[src/rtl/fft_pkg.sv]
// Shared FFT front-end definitions: default frame geometry and the
// address bit-reversal helper used for decimation-in-time loading.
package fft_pkg;

  localparam int unsigned DATA_W_DEF   = 8;
  localparam int unsigned N_POINTS_DEF = 16;
  localparam int unsigned LOG2N        = $clog2(N_POINTS_DEF);
  localparam int unsigned MAX_LOG2N    = 6;

  // Reverse the low w bits of v; bits at and above w come back as zero.
  function automatic logic [MAX_LOG2N-1:0] bit_rev(input logic [MAX_LOG2N-1:0] v,
                                                   input int unsigned          w);
    logic [MAX_LOG2N-1:0] r;
    r = '0;
    for (int unsigned i = 0; i < MAX_LOG2N; i++) begin
      if (i < w) r[3'(w - 1 - i)] = v[3'(i)];
    end
    return r;
  endfunction

endpackage

[src/rtl/fft_frame_ram.sv]
// Two-bank sample store: one write port, one registered read port.
module fft_frame_ram #(
  parameter int unsigned DATA_W = 8,
  parameter int unsigned AW     = 4
) (
  input  logic              clk,
  input  logic              rst_n,
  input  logic              we,
  input  logic              wr_bank,
  input  logic [AW-1:0]     wr_addr,
  input  logic [DATA_W-1:0] wr_data,
  input  logic              rd_en,
  input  logic              rd_bank,
  input  logic [AW-1:0]     rd_addr,
  output logic [DATA_W-1:0] rd_data
);

  localparam int unsigned DEPTH = 2 ** (AW + 1);

  logic [DATA_W-1:0] mem [DEPTH];

  // Storage is deliberately not reset.
  always_ff @(posedge clk) begin
    if (we) mem[{wr_bank, wr_addr}] <= wr_data;
  end

  always_ff @(posedge clk or negedge rst_n) begin
    if (!rst_n)     rd_data <= '0;
    else if (rd_en) rd_data <= mem[{rd_bank, rd_addr}];
  end

endmodule

[src/rtl/fft_frame_loader.sv]
// Ping-pong frame loader feeding a downstream FFT core.
// Define FFT_BITREV_EN to store samples in bit-reversed address order.
module fft_frame_loader
  import fft_pkg::*;
#(
  parameter int unsigned DATA_W   = DATA_W_DEF,
  parameter int unsigned N_POINTS = N_POINTS_DEF
) (
  input  logic                        clk,
  input  logic                        rst_n,
  input  logic                        ena,
  input  logic [DATA_W-1:0]           sample_in,
  input  logic                        sample_stb,
  output logic                        frame_valid,
  input  logic                        frame_ack,
  input  logic [$clog2(N_POINTS)-1:0] rd_addr,
  output logic [DATA_W-1:0]           rd_data,
  output logic [$clog2(N_POINTS):0]   fill_count,
  output logic                        overflow
);

  localparam int unsigned AW = $clog2(N_POINTS);

  logic [1:0]    full;
  logic          wr_bank;
  logic          rd_bank;
  logic [AW-1:0] wr_idx;
  logic [AW-1:0] wr_addr;
  logic          accept;
  logic          drop;
  logic          last;
  logic          ack;

  assign accept = ena & sample_stb & ~full[wr_bank];
  assign drop   = ena & sample_stb &  full[wr_bank];
  assign last   = accept & (wr_idx == AW'(N_POINTS - 1));
  assign ack    = ena & frame_ack & full[rd_bank];

  assign frame_valid = full[rd_bank];
  assign fill_count  = {1'b0, wr_idx};

`ifdef FFT_BITREV_EN
  assign wr_addr = AW'(bit_rev(MAX_LOG2N'(wr_idx), AW));
`else
  assign wr_addr = wr_idx;
`endif

  // A completing write and an ack always target different banks, so both apply.
  always_ff @(posedge clk or negedge rst_n) begin
    if (!rst_n) begin
      full     <= '0;
      wr_bank  <= 1'b0;
      rd_bank  <= 1'b0;
      wr_idx   <= '0;
      overflow <= 1'b0;
    end else begin
      if (accept) wr_idx <= wr_idx + AW'(1);
      if (last) begin
        full[wr_bank] <= 1'b1;
        wr_bank       <= ~wr_bank;
      end
      if (ack) begin
        full[rd_bank] <= 1'b0;
        rd_bank       <= ~rd_bank;
      end
      if (drop) overflow <= 1'b1;
    end
  end

  fft_frame_ram #(
    .DATA_W (DATA_W),
    .AW     (AW)
  ) u_ram (
    .clk     (clk),
    .rst_n   (rst_n),
    .we      (accept),
    .wr_bank (wr_bank),
    .wr_addr (wr_addr),
    .wr_data (sample_in),
    .rd_en   (ena),
    .rd_bank (rd_bank),
    .rd_addr (rd_addr),
    .rd_data (rd_data)
  );

endmodule
[config.mk]
export PLATFORM = sky130hd
export DESIGN_NAME = fft_frame_loader
export DESIGN_NICKNAME = d
export VERILOG_FILES = /design/src/rtl/fft_pkg.sv /design/src/rtl/fft_frame_ram.sv /design/src/rtl/fft_frame_loader.sv
export SDC_FILE = /design/constraint.sdc
export NUM_CORES = 1
export LEC_CHECK = 0
export BUFFER_PORTS_ARGS = -buffer_cell sky130_fd_sc_hd__buf_2
export CAP_MARGIN = 20
export CORE_MARGIN = 2
export CORE_UTILIZATION = 40
export DETAILED_ROUTE_END_ITERATION = 10
export HOLD_SLACK_MARGIN = 0.03
export PLACE_DENSITY = 0.64
export SYNTH_ARGS = -nofsm -noshare
export SYNTH_HDL_FRONTEND = slang
export SYNTH_SLANG_ARGS = --single-unit
[constraint.sdc]
create_clock -name clk -period 1.9 [get_ports clk]
set_input_delay 0.285 -clock clk [delete_from_list [all_inputs] [get_ports clk]]
set_output_delay 0.285 -clock clk [all_outputs]
set_load 0.01 [all_outputs]
==> results of run 1 <==
[how the worst max path moves through the flow]
stage                       end  slack [ns]  cells after the start
6_report            frame_valid        0.09                      2
5_1_grt         u_ram.mem[8][4]       0.008                      6
4_1_cts        u_ram.mem[31][1]        0.02                      6
3_5_place_dp   u_ram.rd_data[0]      -0.006                      7
3_3_place_gp   u_ram.rd_data[0]        0.02                      7
2_1_floorplan  u_ram.mem[12][0]       -0.21                      5
[registers in the layout, indices dropped and copies added, names as in the netlist]
| signal | count |
|---|---|
| u_ram.rd_data | 8 |
| wr_addr | 4 |
| overflow | 1 |
| wr_bank | 1 |
| u_ram.mem | 256 |
| full | 2 |
| rd_bank | 1 |
[area by class of cell]
class / count / area, µm² / share of cell area, %
sequential: 273 / 8110 / 63.9
multi-input combinational: 319 / 2520 / 19.8
timing repair buffer: 94 / 773 / 6.09
clock buffer: 37 / 743 / 5.85
tap: 341 / 427 / 3.36
clock inverter: 13 / 121 / 0.955
inverter: 2 / 7.51 / 0.0591
[metrics by stage]
| stage | instance area [µm²] | hold WS [ns] |
|---|---|---|
| 6_report | 12700 | 0.214 |
| 5_1_grt | 12700 | 0.237 |
| 4_1_cts | 12700 | 0.199 |
| 3_5_place_dp | 11800 | 0.248 |
| 3_3_place_gp | 11800 | 0.233 |
| 2_1_floorplan | 10900 | -0.0106 |
[layout by cell type, fill, tap and decap left out, drive strengths merged, types with 2 or more instances in the layout]
master and count:
nand3 2, o21ai 2, nand2b 3, edfxtp 256, a21oi 32, nand3b 2, nor2 31, mux2 9
clkinvlp 2, xnor2 3, buf 91, a22oi 64, inv 3, ha 4, dfrtp 17, bufinv 2
nor4 8, and2 2, nor2b 2, clkinv 8, dlygate4sd3 3, mux2i 129, clkbuf 37, nand2 11
nor3 4
[worst reg2reg max path: cells and delay by family (launching register included)]
family,cells,cell delay [ns]
and+or+nand+nor,4,0.72
buffers and inverters,1,0.15
muxes,1,0.23
DFF,1,0.41
[kinds of logic (layout without fill, tap and decap cells)]
logic type               Yosys count  in the layout  synth area share (%)
AO/OA/AOI/OAI                    102            102                  6.29
XOR/XNOR                           4              4                 0.323
adder cells (fa/ha/maj)            4              4                 0.461
buffers and inverters             41            146                  2.21
flip-flops                       273            273                  74.8
multiplexers                     138            138                  12.8
other                              1              1                0.0346
AND/OR/NAND/NOR                   70             70                  3.07
[power by group through the flow]
stage                     clock, W  sequential [W]  combinational, W
after floorplan                  0         0.00717          0.000849
after global placement           0         0.00724           0.00147
after detailed placement         0         0.00725           0.00150
after CTS                  0.00521         0.00713           0.00152
after global routing       0.00545         0.00716           0.00165
final                      0.00511         0.00714           0.00151
[layer usage]
metal	track usage, %	up-vias	routed length, µm
met3	3.04	34	1500
met4	4.24	0	411
met1	22.0	2954	9760
met2	27.9	196	11600
li1	-	2662	-
met5	0	-	0
[what timing repair did]
item                                    in CTS  in global routing
resized for setup                            1                  4
hold endpoints to repair                    19                  0
hold buffers                                 3                  0
endpoints found under the setup margin       1                160
==> metrics.yaml, run 1 <==
slowest_stage: "dfrtp_2"
endpoint_kind: "output pin"
die_h_um: 169
clockPowerShare_pct: 37.1
synth_nets: 654
synthMostInstantiatedCell: "edfxtp_1"
fillCellCount: 2207
grt_max_degree: 33
dieArea_um2: 28500
utilization_pct: 47.4
cp_max_fo: 9
rr_startpoint: "full[1]"
power_density_nw_per_um2: 1080
r2r_end: "u_ram.mem[31][1]"
cap_violations: 0
track_usage_pct: 16.5
drc: 0
finalCritPeriodShare_pct: 95.2
finalPower_w: 0.0138
clock-sinks: 273
crit_arrival_ns: 1.52
cts_tree: "built"
async_flop_share_pct: 6.23
period_needed_ns: 1.81
dp_cells: 1026
grt_pass1_vias: 5917
rows: 60
syn_area_um2: 10800
coreArea_um2: 26800
io_buffers: 30
first_iter_violations: 535
yosys_warnings: 0
dp_hpwl_um: 14900
ys_top_cells_by_count: "edfxtp_1, mux2i_1, a22oi_1, a21oi_1, nor2_1"
insertion_delay_ns: 0.54
p_leak_nw: 4.51
synth_edf_count: 256
yosys.area.top_type_share_pct: 70.9
drv_slew: 0
syn_to_final_growth_pct: 17.1
p_comb_share_pct: 11.0
clockBufferDepth: 3
rsz0062_at_grt: "no"
n_antenna_cell: 0
via_per_inst: 5.42
antenna_found_initial: 0
cp.required_ns: 1.62
drtPass1Iterations: 5
hold_viol_final: 0
postRouteAntennaNets: 0
post-cts-setup-buffer-count: 0
slew_headroom_pct: 54.1
wl_per_cell_um: 21.5
setup_viol: 0
outcome: "complete, no violations"
clk_pin_slew_ns: 0.06
hp-class: "input pin to async pin"
p_int_w: 0.0105
initial_core_util_pct: 40.5
ys_ff_latch: 273
setup-tns-final_ns: 0
power.switching_w: 0.00328
r2r_cells: 6
skew_ns: 0.0152
htreeDepth: 1
tightest_slew_ns: 0.688
synth.largest_area_cell: "edfxtp_1"
drive_gt1_share_pct: 20.5
criticalPathCategory: "flop to output pin"
ios: 32
ys_top_cells_by_area: "edfxtp_1, mux2i_1, a22oi_1, dfrtp_1, a21oi_1"
crit_buf_inv: 1
critical_path.top_delay_family: "flip-flops"
wl_um: 23200
synth-main-ff-cell: "edfxtp_1"
ys_types: 37
avgSynthCellArea_um2: 17.1
pwr-share-seq_pct: 51.9
gp_congestion: 0.833
crit_path_start_kind: "flop"
fin_ws_ns: 0.0905
cts-buffers-inserted: 27
startpoint: "rd_bank"
pre_cts_ws_ns: -0.00624
vias: 5846
max_freq_ghz: 0.553
switching_share_pct: 23.8
grt_pass1_wl_um: 35300
ys_seq_area_share_pct: 74.8
r2r_slack_ns: 0.10
synthCells: 633
root_buffer: "clkbuf_16"
crit_chain: "mux2_2, buf_2"
die_w_um: 169
slowest_delay_ns: 0.49
grt-ovfl-total: 0
vdd_drop_max_mv: 0.680
nets: 738
final_cells: 1079
(Power assumes the default switching activity.)
==> run 2: changes to the inputs <==
- clock period: 1.9 -> 1.45 ns (I/O delays scaled with it)
==> metrics.yaml, run 2 (synthesis results as in run 1) <==
outcome: "finished with violations"
violations: "setup timing"
setup_viol: 269  # +269
antenna_found_initial: 1  # +1
postRouteAntennaNets: 0  # unchanged
clk_pin_slew_ns: 0.06  # about the same
hp-class: "input pin to flop"
endpoint_kind: "flop"
top_register: "u_ram.mem"
coreArea_um2: 26800  # unchanged
initial_core_util_pct: 40.5  # unchanged
crit_arrival_ns: 2.04  # +0.52 ns
grt_pass1_vias: 6040  # +2.1%
dp_cells: 1054  # +2.7%
fin_ws_ns: -0.351  # -0.441 ns
max_freq_ghz: 0.555
vdd_drop_max_mv: 0.878  # +29%
skew_ns: 0.0216  # +0.00639 ns
track_usage_pct: 17.4  # +0.94 points
wl_um: 24700  # +6.2%
dp_hpwl_um: 16000  # +7.3%
clock-sinks: 273  # unchanged
power_density_nw_per_um2: 1420  # +31%
cp_max_fo: 8  # -1
rsz0062_at_grt: "yes"
wl_per_cell_um: 22.1  # +2.4%
crit_path_start_kind: "flop"
criticalPathCategory: "flop to flop"
finalCritPeriodShare_pct: 124
cap_violations: 0  # unchanged
grt-ovfl-total: 0  # unchanged
via_per_inst: 5.33  # -1.7%
cp.required_ns: 1.69  # +0.07 ns
p_leak_nw: 4.93  # +9.2%
final_common_cell: "edfxtp_1"
nets: 777  # +5.3%
regArea_um2: 8120  # about the same
cts-buffers-inserted: 27  # unchanged
ios: 32  # unchanged
die_h_um: 169  # unchanged
clockBufferDepth: 3  # unchanged
die_w_um: 169  # unchanged
rows: 60  # unchanged
vias: 5962  # +2.0%
cts_tree: "built"
gp_congestion: 0.816  # -2.1%
drive_gt1_share_pct: 33.8  # +13 points
slew_headroom_pct: 65.4  # +11 points
insertion_delay_ns: 0.54  # about the same
largest_reg_flops: 256  # unchanged
htreeDepth: 1  # unchanged
first_iter_violations: 447  # -16%
finalPower_w: 0.0199  # +45%
utilization_pct: 52.5  # +5.1 points
syn_to_final_growth_pct: 29.6
multi_input_area_um2: 3070  # +22%
grt_max_degree: 33  # unchanged
drv_slew: 0  # unchanged
drtPass1Iterations: 4  # -1
hold_viol_final: 0  # unchanged
final_cells: 1119  # +3.7%
grt_pass1_wl_um: 37200  # +5.5%
hold_slack_ns: 0.0974  # -0.116 ns
fillCellCount: 2073  # -6.1%
root_buffer: "clkbuf_16"
drc: 0  # unchanged
io_buffers: 30  # unchanged
tightest_slew_ns: 0.517  # -0.171 ns
dieArea_um2: 28500  # unchanged
period_needed_ns: 1.80
layout_common_cells: "edfxtp_1, mux2i_1, a22oi_1"
-- run 2: changes by cell type in the layout (fill, tap and decap cells not counted), sizes merged --
cell and delta:
diode +1, buf +38, clkbuf -6, nand2 +1
clkinvlp +2, bufinv +4
-- run 2: metal layers --
layer	GRT usage (%)	part of all wire (%)	vias up
met4	4.72	1.5	0
met2	28.9	50	116
met3	2.62	4.0	27
met1	24.2	44	3064
met5	0	0	-
li1	-	-	2755
-- run 2: cell type report --
| type | instances | share of cell area [%] |
|---|---|---|
| flip-flops and latches | 273 | 57.7 |
| multi-input cells | 320 | 21.9 |
| repair buffers | 132 | 10.5 |
| clock buffers | 31 | 4.98 |
| well taps | 341 | 3.03 |
| clock inverters | 19 | 1.85 |
| inverters | 2 | 0.0534 |
| diodes | 1 | 0.0178 |
-- run 2: worst max-delay path: stages, from the launching register on --
cell	delay (ns)
dfrtp_2	0.42
mux2i_2	0.22
and3_4	0.23
buf_12	0.16
nand2_8	0.10
nor2_4	0.14
and2_4	0.22
-- run 2: power breakdown --
group / internal, W / switching, W
combinational: 0.00142 / 0.00182
clock: 0.00455 / 0.00289
sequential: 0.00902 / 0.000240
total: 0.0150 / 0.00495
-- run 2: metrics by stage --
stage	worst slack, ns	area (µm²)	setup TNS [ns]
floorplan	-0.401	11100	-74.01
global placement	-0.613	12500	-69.41
detailed placement	-0.626	12500	-77.25
CTS	-0.301	13800	-66.34
global route	-0.390	14100	-85.68
finish	-0.351	14100	-77.77
-- run 2: path summary, 6_finish.rpt --
path                                    from               end  slack [ns]  cells after the start
worst max-delay path                 wr_bank  u_ram.mem[31][2]       -0.35                      6
worst min-delay path            sample_in[2]  u_ram.mem[19][2]         0.1                      1
worst max register to register       wr_bank  u_ram.mem[31][2]       -0.35                      6
worst min register to register      overflow          overflow        0.48                      1
max in group asynchronous              rst_n           rd_bank        0.96                      2
min in group asynchronous              rst_n          overflow        0.15                      2
-- run 2: timing repair --
item | CTS | global route
gates cloned | 1 | 0
setup endpoints to repair | 271 | 271
gates resized for setup | 59 | 53
setup buffers | 9 | 4
pin swaps | 21 | 16
endpoints found under the hold margin | 19 | 0
hold buffers | 3 | 0
==> run 3: changes to the inputs <==
- CORE_UTILIZATION: 40 -> 50
- PLACE_DENSITY: 0.64 -> 0.73
- clock period: 1.45 -> 2.1 ns (I/O delays scaled with it)
==> metrics.yaml, run 3 (synthesis results as in run 1) <==
r2r_cells: 6  # unchanged
power_density_nw_per_um2: 990  # -30%
path_common_cell: "buf_4"
final_cells: 1000  # -11%
tightest_slew_ns: 0.761  # +0.244 ns
hold_path_depth: 2  # +1
setup_viol: 0  # -100%
slew_headroom_pct: 49.3  # -16 points
dieArea_um2: 22900  # -20%
n_antenna_cell: 0  # -1
clockBufferDepth: 3  # unchanged
gp_congestion: 0.867  # +6.4%
crit_path_start_kind: "flop"
grt_pass1_vias: 6091  # +0.84%
period_needed_ns: 1.94  # +0.138 ns
critical_path.top_delay_family: "simple AND/OR/NAND/NOR gates"
drive_gt1_share_pct: 19.2  # -15 points
p_leak_nw: 4.45  # -9.7%
regArea_um2: 8110  # about the same
vias: 5979  # +0.29%
finalCritPeriodShare_pct: 92.3  # -32 points
finalPower_w: 0.0124  # -38%
outcome: "complete, no violations"
coreArea_um2: 21200  # -21%
cap_violations: 0  # unchanged
grt_pass1_wl_um: 35500  # -4.6%
cts-hold-fix-buffers: 1  # -2
cts_tree: "built"
setup-tns-final_ns: 0  # +77.77 ns
cp_max_fo: 9  # +1
hold-path-endpoint: "rd_bank"
first_iter_violations: 643  # +44%
drv_slew: 0  # unchanged
insertion_delay_ns: 0.52  # -0.02 ns
postRouteAntennaNets: 0  # unchanged
skew_ns: 0.0193  # -0.00237 ns
layout_common_cells: "edfxtp_1, mux2i_1, a22oi_1"
vdd_drop_max_mv: 0.671  # -23%
initial_core_util_pct: 51.3  # +11 points
antenna_found_initial: 0  # -1
top_register: "u_ram.mem"
die_h_um: 151  # -10%
criticalPathCategory: "flop to flop"
drtPass1Iterations: 5  # +1
via_per_inst: 5.98  # +12%
rows: 53  # -12%
htreeDepth: 1  # unchanged
crit_buf_inv: 2  # +1
drc: 0  # unchanged
hp-class: "input pin to flop"
crit_arrival_ns: 2.15  # +0.11 ns
dp_hpwl_um: 14700  # -8.4%
cp.required_ns: 2.32  # +0.63 ns
rsz0062_at_grt: "no"
rr_startpoint: "wr_bank"
endpoint_kind: "flop"
grt_max_degree: 33  # unchanged
nets: 726  # -6.6%
wl_um: 23400  # -5.4%
largest_reg_flops: 256  # unchanged
clock-sinks: 273  # unchanged
grt-ovfl-total: 0  # unchanged
ctsResizeCount: 0  # -100%
r2r_end: "u_ram.mem[15][2]"
post-cts-setup-buffer-count: 0  # -9
dp_cells: 950  # -9.9%
slowest_stage: "dfrtp_1"
crit_chain: "mux2i_1, and3_1, nand2_2, buf_4, nor3_2, buf_4"
track_usage_pct: 21.1  # +3.7 points
hold_viol_final: 0  # unchanged
wl_per_cell_um: 23.4  # +5.8%
syn_to_final_growth_pct: 15.2
final_common_cell: "edfxtp_1"
root_buffer: "clkbuf_16"
io_buffers: 30  # unchanged
slowest_delay_ns: 0.37  # -0.05 ns
ios: 32  # unchanged
die_w_um: 151  # -10%
fillCellCount: 1505  # -27%
multi_input_area_um2: 2510  # -18%
hold_slack_ns: 0.0635  # -0.0338 ns
clk_pin_slew_ns: 0.06  # about the same
cts-buffers-inserted: 27  # unchanged
r2r_slack_ns: 0.16  # +0.51 ns
max_freq_ghz: 0.516  # -7.1%
min_from: "frame_ack"
## run 3: cell type report
class / instances / area share, %
Sequential cell: 273 / 64.9
Inverter: 2 / 0.0601
Multi-Input combinational cell: 319 / 20.1
Clock inverter: 11 / 0.761
Tap cell: 275 / 2.75
Timing Repair Buffer: 82 / 5.30
Clock buffer: 38 / 6.14
## run 3: power breakdown
part / internal [W] / switching [W] / leakage [nW]
clock network: 0.00267 / 0.00187 / 0.419
logic: 0.000502 / 0.000834 / 1.53
registers: 0.00622 / 0.000263 / 2.50
## run 3: worst register-to-register path: stages, from the launching register on
cell and delay, ns:
dfrtp_1 0.37, mux2i_1 0.25, and3_1 0.35, nand2_2 0.10, buf_4 0.20, nor3_2 0.16
buf_4 0.20
## run 3: how the worst max path moves through the flow
| stage | slack (ns) | from | cells after the start | to |
|---|---|---|---|---|
| final | 0.16 | wr_bank | 6 | u_ram.mem[15][2] |
| after global routing | 0.05 | full[1] | 5 | u_ram.mem[31][7] |
| after CTS | 0.17 | wr_bank | 6 | u_ram.mem[15][4] |
| after detailed placement | 0.03 | rd_addr[0] | 8 | u_ram.rd_data[0] |
| after global placement | 0.05 | rd_addr[0] | 8 | u_ram.rd_data[0] |
| after floorplan | -0.006 | wr_bank | 5 | u_ram.mem[14][0] |
## run 3: per-stage QoR
step	util (%)	worst slack (ns)	area, µm²
2_1_floorplan	-	-0.00587	10900
3_3_place_gp	55.0	0.0534	11600
4_1_cts	59.1	0.166	12500
3_5_place_dp	55.0	0.0275	11600
6_report	59.1	0.161	12500
5_1_grt	59.1	0.0493	12500
## run 3: routing by layer
| metal | wire length [µm] | vias up | part of all wire (%) | GRT usage, % |
|---|---|---|---|---|
| met5 | 0 | - | 0 | 0 |
| met4 | 891 | 0 | 3.8 | 8.93 |
| met3 | 1790 | 54 | 7.7 | 3.80 |
| met2 | 11500 | 262 | 49 | 35.0 |
| met1 | 9120 | 3023 | 39 | 27.7 |
| li1 | - | 2640 | - | - |
